File: src/rtl/pq_cmd_frontend.sv
`timescale 1ns/1ps
// Command front end for the BRAM priority-queue tree: FIFO-buffered push/pop/replace,
// gap-spaced one-cycle strobes, one registered response per command. Optional macro: PQ_FRONTEND_STATS_EN.
module pq_cmd_frontend #(
  parameter int DATA_WIDTH = 32,
  parameter int CMD_DEPTH  = 4,
  parameter int ISSUE_GAP  = 4
) (
  input  logic                  CLK,
  input  logic                  RST,
  input  logic                  i_cmd_valid,
  output logic                  o_cmd_ready,
  input  logic [1:0]            i_cmd_op,
  input  logic [DATA_WIDTH-1:0] i_cmd_data,
  output logic                  o_rsp_valid,
  input  logic                  i_rsp_ready,
  output logic [1:0]            o_rsp_op,
  output logic [DATA_WIDTH-1:0] o_rsp_data,
  output logic                  o_rsp_err,
  output logic                  o_q_write,
  output logic                  o_q_read,
  output logic                  o_q_replace,
  output logic [DATA_WIDTH-1:0] o_q_new_item,
  input  logic                  i_q_full,
  input  logic                  i_q_empty,
  input  logic [DATA_WIDTH-1:0] i_q_top_item,
  output logic                  o_busy,
  output logic                  o_dbg_state
`ifdef PQ_FRONTEND_STATS_EN
  ,
  output logic [31:0]           o_stat_issued,
  output logic [31:0]           o_stat_rejected
`endif
);

  localparam int PW = $clog2(CMD_DEPTH);
  localparam int CW = PW + 1;
  localparam int GW = $clog2(ISSUE_GAP + 1);
  localparam logic [CW-1:0] DEPTH_C  = CW'(CMD_DEPTH);
  localparam logic [GW-1:0] GAP_INIT = GW'(ISSUE_GAP - 1);

  // Both interfaces transfer on a rising edge where valid && ready; a producer
  // never lowers valid or changes payload while waiting for ready.
  typedef enum logic { S_IDLE = 1'b0, S_GAP = 1'b1 } state_t;

  state_t                state_q, state_d;
  logic [GW-1:0]         gap_q, gap_d;
  logic [1:0]            fifo_op_q   [CMD_DEPTH];
  logic [1:0]            fifo_op_d   [CMD_DEPTH];
  logic [DATA_WIDTH-1:0] fifo_data_q [CMD_DEPTH];
  logic [DATA_WIDTH-1:0] fifo_data_d [CMD_DEPTH];
  logic [PW-1:0]         wr_ptr_q, wr_ptr_d, rd_ptr_q, rd_ptr_d;
  logic [CW-1:0]         count_q, count_d;
  logic                  rsp_valid_q, rsp_valid_d;
  logic [1:0]            rsp_op_q, rsp_op_d;
  logic [DATA_WIDTH-1:0] rsp_data_q, rsp_data_d;
  logic                  rsp_err_q, rsp_err_d;

  logic                  cmd_ready, accept, slot_free, issue;
  logic [1:0]            head_op;
  logic [DATA_WIDTH-1:0] head_data, ev_data, q_new_item;
  logic                  ev_err, q_write, q_read, q_replace;

  assign cmd_ready = (count_q < DEPTH_C);
  assign accept    = i_cmd_valid && cmd_ready;
  assign slot_free = !rsp_valid_q || i_rsp_ready;
  assign head_op   = fifo_op_q[rd_ptr_q];
  assign head_data = fifo_data_q[rd_ptr_q];
  // Gating with RST keeps the queue untouched in the reset cycle itself.
  assign issue     = (state_q == S_IDLE) && (count_q != '0) && slot_free && !RST;

  always_comb begin
    q_write    = 1'b0;
    q_read     = 1'b0;
    q_replace  = 1'b0;
    q_new_item = '0;
    ev_data    = '0;
    ev_err     = 1'b0;
    if (issue) begin
      case (head_op)
        2'b00: begin
          ev_data = head_data;
          if (!i_q_full) begin
            q_write    = 1'b1;
            q_new_item = head_data;
          end else begin
            ev_err = 1'b1;
          end
        end
        2'b01: begin
          if (!i_q_empty) begin
            q_read  = 1'b1;
            ev_data = i_q_top_item;
          end else begin
            ev_err = 1'b1;
          end
        end
        2'b10: begin
          if (!i_q_empty) begin
            q_replace  = 1'b1;
            q_new_item = head_data;
            ev_data    = i_q_top_item;
          end else begin
            ev_err = 1'b1;
          end
        end
        default: ev_err = 1'b1;
      endcase
    end
  end

  always_comb begin
    state_d = state_q;
    gap_d   = gap_q;
    case (state_q)
      S_IDLE: begin
        if (issue && (ISSUE_GAP > 1)) begin
          state_d = S_GAP;
          gap_d   = GAP_INIT;
        end
      end
      S_GAP: begin
        gap_d = gap_q - GW'(1);
        if (gap_q == GW'(1)) state_d = S_IDLE;
      end
      default: state_d = S_IDLE;
    endcase
  end

  always_comb begin
    fifo_op_d   = fifo_op_q;
    fifo_data_d = fifo_data_q;
    wr_ptr_d    = wr_ptr_q;
    rd_ptr_d    = rd_ptr_q;
    count_d     = count_q;
    if (accept) begin
      fifo_op_d[wr_ptr_q]   = i_cmd_op;
      fifo_data_d[wr_ptr_q] = i_cmd_data;
      wr_ptr_d              = wr_ptr_q + PW'(1);
    end
    if (issue) rd_ptr_d = rd_ptr_q + PW'(1);
    case ({accept, issue})
      2'b10:   count_d = count_q + CW'(1);
      2'b01:   count_d = count_q - CW'(1);
      default: count_d = count_q;
    endcase
  end

  always_comb begin
    rsp_valid_d = rsp_valid_q;
    rsp_op_d    = rsp_op_q;
    rsp_data_d  = rsp_data_q;
    rsp_err_d   = rsp_err_q;
    if (issue) begin
      rsp_valid_d = 1'b1;
      rsp_op_d    = head_op;
      rsp_data_d  = ev_data;
      rsp_err_d   = ev_err;
    end else if (i_rsp_ready) begin
      rsp_valid_d = 1'b0;
    end
  end

  always_ff @(posedge CLK) begin
    if (RST) begin
      state_q     <= S_IDLE;
      gap_q       <= '0;
      wr_ptr_q    <= '0;
      rd_ptr_q    <= '0;
      count_q     <= '0;
      rsp_valid_q <= 1'b0;
      rsp_op_q    <= '0;
      rsp_data_q  <= '0;
      rsp_err_q   <= 1'b0;
      for (int i = 0; i < CMD_DEPTH; i++) begin
        fifo_op_q[i]   <= '0;
        fifo_data_q[i] <= '0;
      end
    end else begin
      state_q     <= state_d;
      gap_q       <= gap_d;
      wr_ptr_q    <= wr_ptr_d;
      rd_ptr_q    <= rd_ptr_d;
      count_q     <= count_d;
      rsp_valid_q <= rsp_valid_d;
      rsp_op_q    <= rsp_op_d;
      rsp_data_q  <= rsp_data_d;
      rsp_err_q   <= rsp_err_d;
      fifo_op_q   <= fifo_op_d;
      fifo_data_q <= fifo_data_d;
    end
  end

`ifdef PQ_FRONTEND_STATS_EN
  logic [31:0] stat_issued_q, stat_issued_d, stat_rejected_q, stat_rejected_d;

  always_comb begin
    stat_issued_d   = stat_issued_q;
    stat_rejected_d = stat_rejected_q;
    if ((q_write || q_read || q_replace) && (stat_issued_q != '1))
      stat_issued_d = stat_issued_q + 32'd1;
    if (issue && ev_err && (stat_rejected_q != '1))
      stat_rejected_d = stat_rejected_q + 32'd1;
  end

  always_ff @(posedge CLK) begin
    if (RST) begin
      stat_issued_q   <= '0;
      stat_rejected_q <= '0;
    end else begin
      stat_issued_q   <= stat_issued_d;
      stat_rejected_q <= stat_rejected_d;
    end
  end

  assign o_stat_issued   = stat_issued_q;
  assign o_stat_rejected = stat_rejected_q;
`endif

  assign o_cmd_ready  = cmd_ready;
  assign o_rsp_valid  = rsp_valid_q;
  assign o_rsp_op     = rsp_op_q;
  assign o_rsp_data   = rsp_data_q;
  assign o_rsp_err    = rsp_err_q;
  assign o_q_write    = q_write;
  assign o_q_read     = q_read;
  assign o_q_replace  = q_replace;
  assign o_q_new_item = q_new_item;
  assign o_busy       = (count_q != '0) || (state_q != S_IDLE) || rsp_valid_q;
  assign o_dbg_state  = state_q;

endmodule
File: config.mk
export PLATFORM = sky130hd
export DESIGN_NAME = pq_cmd_frontend
export DESIGN_NICKNAME = d
export VERILOG_FILES = /design/src/rtl/pq_cmd_frontend.sv
export SDC_FILE = /design/constraint.sdc
export NUM_CORES = 1
export LEC_CHECK = 0
export BUFFER_PORTS_ARGS = -buffer_cell sky130_fd_sc_hd__buf_2
export CAP_MARGIN = 0
export CELL_PAD_IN_SITES_DETAIL_PLACEMENT = 0
export CELL_PAD_IN_SITES_GLOBAL_PLACEMENT = 1
export CORE_MARGIN = 4
export CORE_UTILIZATION = 42
export CTS_CLUSTER_SIZE = 20
export DETAILED_ROUTE_END_ITERATION = 8
export PLACE_DENSITY_LB_ADDON = 0.2
export RECOVER_POWER = 50
export SYNTH_ARGS = -nofsm -noshare
export SYNTH_HDL_FRONTEND = slang
export SYNTH_SLANG_ARGS = --single-unit
File: constraint.sdc
create_clock -name CLK -period 2.97 [get_ports CLK]
set_input_delay 0.297 -clock CLK [delete_from_list [all_inputs] [get_ports CLK]]
set_output_delay 0.297 -clock CLK [all_outputs]
set_load 0.02 [all_outputs]
* Word level (Yosys, flattened, before mapping)
Cells that the tools add are included.
** Storage, ports and cells
- Register bits after elaboration :: 183
- Bits of input ports :: 72
- Output and inout port bits :: 74
- Word-level logic and storage cells :: 87
** Cells by class
- Add/subtract/negate cells :: 5
- $lt $le $gt $ge :: 4
- Equal/unequal tests :: 6
- Multiplexer cells :: 37
- Bitwise operators :: 3
- Reduce and logical (&&, ||, !) cells :: 15
** Operator list (count)
- two-way mux 32 bit :: 7
- bitwise mux 128 bit :: 1
- case mux 32 bit (2 select lines) :: 2
- binary-select mux 32 bit (select 2 bit) :: 1
- demux 32 bit (select 2 bit) :: 1
- two-way mux 1 bit :: 14
- case mux 3 bit (2 select lines) :: 2
- bitwise mux 8 bit :: 1
- >= comparator 3 bit, second input constant :: 2
- two-way mux 2 bit :: 3
- inverter 2 -> 3 bit :: 2
- subtractor 3 x 1 -> 3 bit, second input constant :: 2
- logical AND 1 bit :: 5
- adder 2 x 1 -> 2 bit, second input constant :: 2
- binary-select mux 2 bit (select 2 bit) :: 1
- demux 2 bit (select 2 bit) :: 1
- == test 2 x 1 -> 1 bit, second input constant :: 2
- == test 2 bit, second input constant :: 2
- case mux 1 bit (2 select lines) :: 2
- nonzero test 2 bit :: 2
- adder 3 x 1 -> 3 bit, second input constant :: 1
- == test 3 x 1 -> 1 bit, second input constant :: 1
- logical OR 1 bit :: 3
- < comparator 3 x 1 -> 1 bit, second input constant :: 1
- 8 further kinds :: 9

* Depth between registers and ports, before layout
- Word-level depth :: 7
- Gate-level depth with buffers :: 11
- Gate-level depth less buffers :: 9

* Worst setup path before layout
Ideal clock, no wire load.
- Path type :: flip-flop to output port
- Start point :: register rd_ptr_q[0]
- End point :: output o_q_new_item[10]
- Arrival :: 2.141 ns
- Required time :: 2.673 ns
- Path slack :: 0.532 ns
- Cell stages (with the launch flop) :: 9
- Path buffers :: 2
- Cells stage by stage :: dfxtp_1 buf_6 mux4_2 inv_1 ha_1 nor2b_1 o2111ai_2 buf_2 nor2_1
** Between the ends
- Cells in the longest elaborated chain, start to end :: 7
- Elaborated cells between the ends (all ways) :: 13
- Classes of those cells :: eq/ne (1); mux (10); bitwise (1); reduce/logical (1)
** Ends and longest elaborated chain
- start: declaration :: RTL line 52 : logic [PW-1:0] wr_ptr_q, wr_ptr_d, rd_ptr_q, rd_ptr_d;
- start signal: assignment :: RTL line 183 : rd_ptr_q <= rd_ptr_d;
- inverter 2 -> 3 bit (implied by the code) * :: RTL line 67 : assign head_op = fifo_op_q[rd_ptr_q];
- binary-select mux 2 bit (select 2 bit) * :: RTL line 67
- two-way mux 2 bit (implied by the code) * (2 in series) :: RTL line 67
- via head_op[0] :: RTL line 60 : logic [1:0] head_op;
- == test 2 bit or zero test 2 bit (tied branches) :: RTL line 80 : case (head_op)
- case mux 32 bit (2 select lines) * :: RTL line 80
- two-way mux 32 bit * :: RTL line 79 : if (issue) begin
- end: declaration :: RTL line 23 : output logic [DATA_WIDTH-1:0] o_q_new_item,
The timed path passes the listed nets; every way through them passes the cells marked *. The select of a mux whose other input is x is not followed.

* Worst setup path in the final report
- Start point :: register rd_ptr_q[0]
- End point :: output o_q_new_item[23]
The elaborated chain is that of the path after synthesis.

==> metrics.csv <==
stage;metric;value;unit
die;Core ar.;0.0190;sq mm
sta;worst slew pin tran;0.957;ns
critical_path;Register-to-Register Path Depth;9;
logic_synthesis;Seq/Total Area, Yosys;0.445;
pwr;Leak;3.46;nW
sta;setup TNS;0;ns
critical_path;crit path DAT;2.51;ns
die;IO Count;146;
logic_synthesis;Syn Std Cell Area;0.00824;sq mm
detailed_routing;overall routed net length;23.7;mm
place;Post-Place Cell Area;0.00909;sq mm
worst_hold_path;Hold Crit Depth;3;
place;PortBufs;145;
detailed_routing;WL/cell;17.7;um
die;row count;50;
layout;Post-layout nets;1150;
logic_synthesis;Top FF cell, synth;dfxtp_1;
critical_path;startpoint types;register;
logic_synthesis;synthesized instance count;958;
job;max-cap violation count;0;
sta;crit path time final;2.80;ns
sta;Fin. Hold Viols;0;
layout;layout overhead on the synthesized area;17.3;%
critical_path;WP data required;2.67;ns
worst_hold_path;worst min-delay path class;primary input to register;
layout;post-route cell area;0.00966;sq mm
layout;layout cell share with drive strength beyond 1;0.203;
detailed_routing;DRC violations left;0;
pwr;VDD IR-drop max;0.401;mV
die;Die Wd;148;um
logic_synthesis;Synth warnings;0;
sta;RSZ-0062 raised after global routing;false;
clock_tree;CTS Root Cell;clkbuf_16;
die;Initial Util;0.433;
sta;Clock Skew;0.0109;ns
global_route;GR Util All Layers;0.215;
layout;# diodes;0;
place;gpl congestion;0.778;
clock_tree;clk slew on worst S/H paths;0.07;ns
critical_path;kind of critical path;register to output port;
detailed_routing;post-route ant nets;0;
die;Die Area;0.0219;sq mm
sta;fin crit share;0.944;
sta;endpoints failing setup;0;
global_route;vias in the first global route;6694;
sta;headroom to the max-slew limit;0.362;
global_route;first-pass GRT wire length;37.6;mm
detailed_routing;initial DRC count;392;
global_route;initial antenna violation count;3;
sta;max-slew violations;0;
logic_synthesis;async set-reset flop share out of synthesis;0;
die;Die Ht;148;um
clock_tree;TritonCTS buffer count;17;
logic_synthesis;Post-synth EDFFs;0;
clock_tree;CTS H-Tree Depth;4;
clock_tree;clock sink count;183;
detailed_routing;Avg Vias per Cell;5.27;
detailed_routing;first drt pass iteration count;5;
global_route;largest net degree at the start of global routing;82;
sta;max frequency;357;MHz
clock_tree;CTS tree;built;
clock_tree;# hold bufs at CTS;0;
critical_path;crit end category;output port;
place;hpwl dp;14.7;mm
clock_tree;latest clock arrival within the worst-skew pair;0.43;ns
clock_tree;CTS Buffer Depth;2;
logic_synthesis;Mapped Nets;1042;
run_status;status;complete, no violations;
detailed_routing;routed via count;7052;
pwr;PD cells;771;mW/mm^2
logic_synthesis;Mean Syn Cell Area;8.60;sq um
logic_synthesis;Yosys cell types;46;
critical_path;critical path fanouts, max;23;
global_route;Remaining Overflow, GRT;0;
logic_synthesis;Seq cells post-synth;183;
-- Yosys cell counts, types with 2 or more instances --
cell      count  area (sq um)
nor2_1       38           143
nand2b_1      2          12.5
and2_1        2          12.5
buf_6         4          45.0
nand3b_1      4          30.0
a21oi_1     143           716
nand2_1     305          1140
mux2i_1       4          40.0
xor2_1        2          17.5
or3_1         3          18.8
buf_4         6          45.0
buf_2        34           170
dfxtp_1     183          3660
and3b_1       4          35.0
o21ai_0       4          20.0
mux4_2       28           631
o221ai_1     22           193
nor2b_1       4          25.0
ha_1         11           138
o311ai_0     34           298
o221ai_2     10           150
a221oi_1      2          17.5
nor3b_1       2          15.0
mux4_1        5           131
inv_1        44           165
clkbuf_1     38           143
-- cells in the final DEF (no fill, tap or decap), types with 4 or more instances in the layout --
cell / netlist / final
dfxtp_1: 183 / 181
ha_1: 11 / 11
mux2i_1: 4 / 4
clkbuf_16: 0 / 17
o221ai_2: 10 / 10
buf_2: 34 / 108
nand2_1: 305 / 305
mux4_2: 28 / 28
nor2_1: 38 / 38
o311ai_0: 34 / 34
o21ai_0: 4 / 4
inv_1: 44 / 44
clkbuf_1: 38 / 38
o221ai_1: 22 / 22
a21oi_1: 143 / 143
nand3b_1: 4 / 4
buf_4: 6 / 21
clkbuf_2: 0 / 5
mux4_1: 5 / 5
and3b_1: 4 / 4
-- report_power, final --
group | internal (mW) | leakage, nW | switching (mW)
Clock | 1.39 | 0.296 | 0.976
Combinational | 0.731 | 1.68 | 1.49
Sequential | 2.72 | 1.49 | 0.151
Total | 4.84 | 3.46 | 2.61
-- per-layer routing --
layer  GRT usage  vias to the layer above  share of wire
li1            -                     3515              -
met5           0                        -         0.0017
met3      0.0497                       18          0.060
met4      0.0439                        6         0.0064
met2       0.324                      199           0.44
met1       0.318                     3314           0.49
-- cell type report --
cell class	count	area [sq um]
timing repair buffer	172	882
clock inverter	11	145
sequential	183	3670
multi-input combinational	647	4010
tap	260	325
inverter	45	169
fill	1904	9350
clock buffer	21	470
-- cell families after synthesis --
kind of cell,count (synthesis),synth area share
and+or+nand+nor,372,0.184
AOI/OAI and AO/OA,222,0.178
DFF,183,0.445
buffers and inverters,128,0.0718
muxes,38,0.0987
adders and majority gates,12,0.0191
xor gates and xnor gates,3,0.00319
-- timing repair --
item                                    CTS  global route
pin swaps                                 1             1
endpoints found under the setup margin   23            23
gates resized for setup                   3             1
buffers inserted                          0             1
-- metrics by stage --
step	util	hold slack (ns)	total power [mW]	std cells	worst slack, ns
floorplan	-	0.432	4.49	958	0.532
global placement	0.478	0.439	5.14	1306	0.385
detailed placement	0.478	0.444	5.15	1306	0.339
CTS	0.511	0.117	7.54	1338	0.0160
global route	0.508	0.120	7.85	1339	0.00487
finish	0.508	0.134	7.46	1339	0.168
-- path summary, 6_finish.rpt --
path / startpoint / to / slack [ns]
max: rd_ptr_q[0]$_SDFFE_PP0P_ / o_q_new_item[23] / 0.17
min: i_cmd_data[8] / fifo_data_q[104]$_SDFFE_PP0P_ / 0.13
max reg2reg: count_q[2]$_SDFFE_PP0P_ / count_q[2]$_SDFFE_PP0P_ / 0.63
min reg2reg: fifo_data_q[56]$_SDFFE_PP0P_ / fifo_data_q[56]$_SDFFE_PP0P_ / 0.45
-- sequential cells by signal, summed over array words and instances (netlist names), 2 cells and up --
register,count
count_q,3
fifo_data_q,128
gap_q,3
o_rsp_op,2
rd_ptr_q,2
fifo_op_q,8
wr_ptr_q,2
o_rsp_data,32
-- critical path, stage by stage, from the launching register on --
cell and delay [ns]:
dfxtp_2 0.38, mux4_2 0.55, inv_1 0.12, ha_1 0.20
nor2b_4 0.18, o2111ai_4 0.16, buf_12 0.20, nor2_1 0.11
buf_2 0.17
No activity file was read; power rests on OpenSTA's default activity.
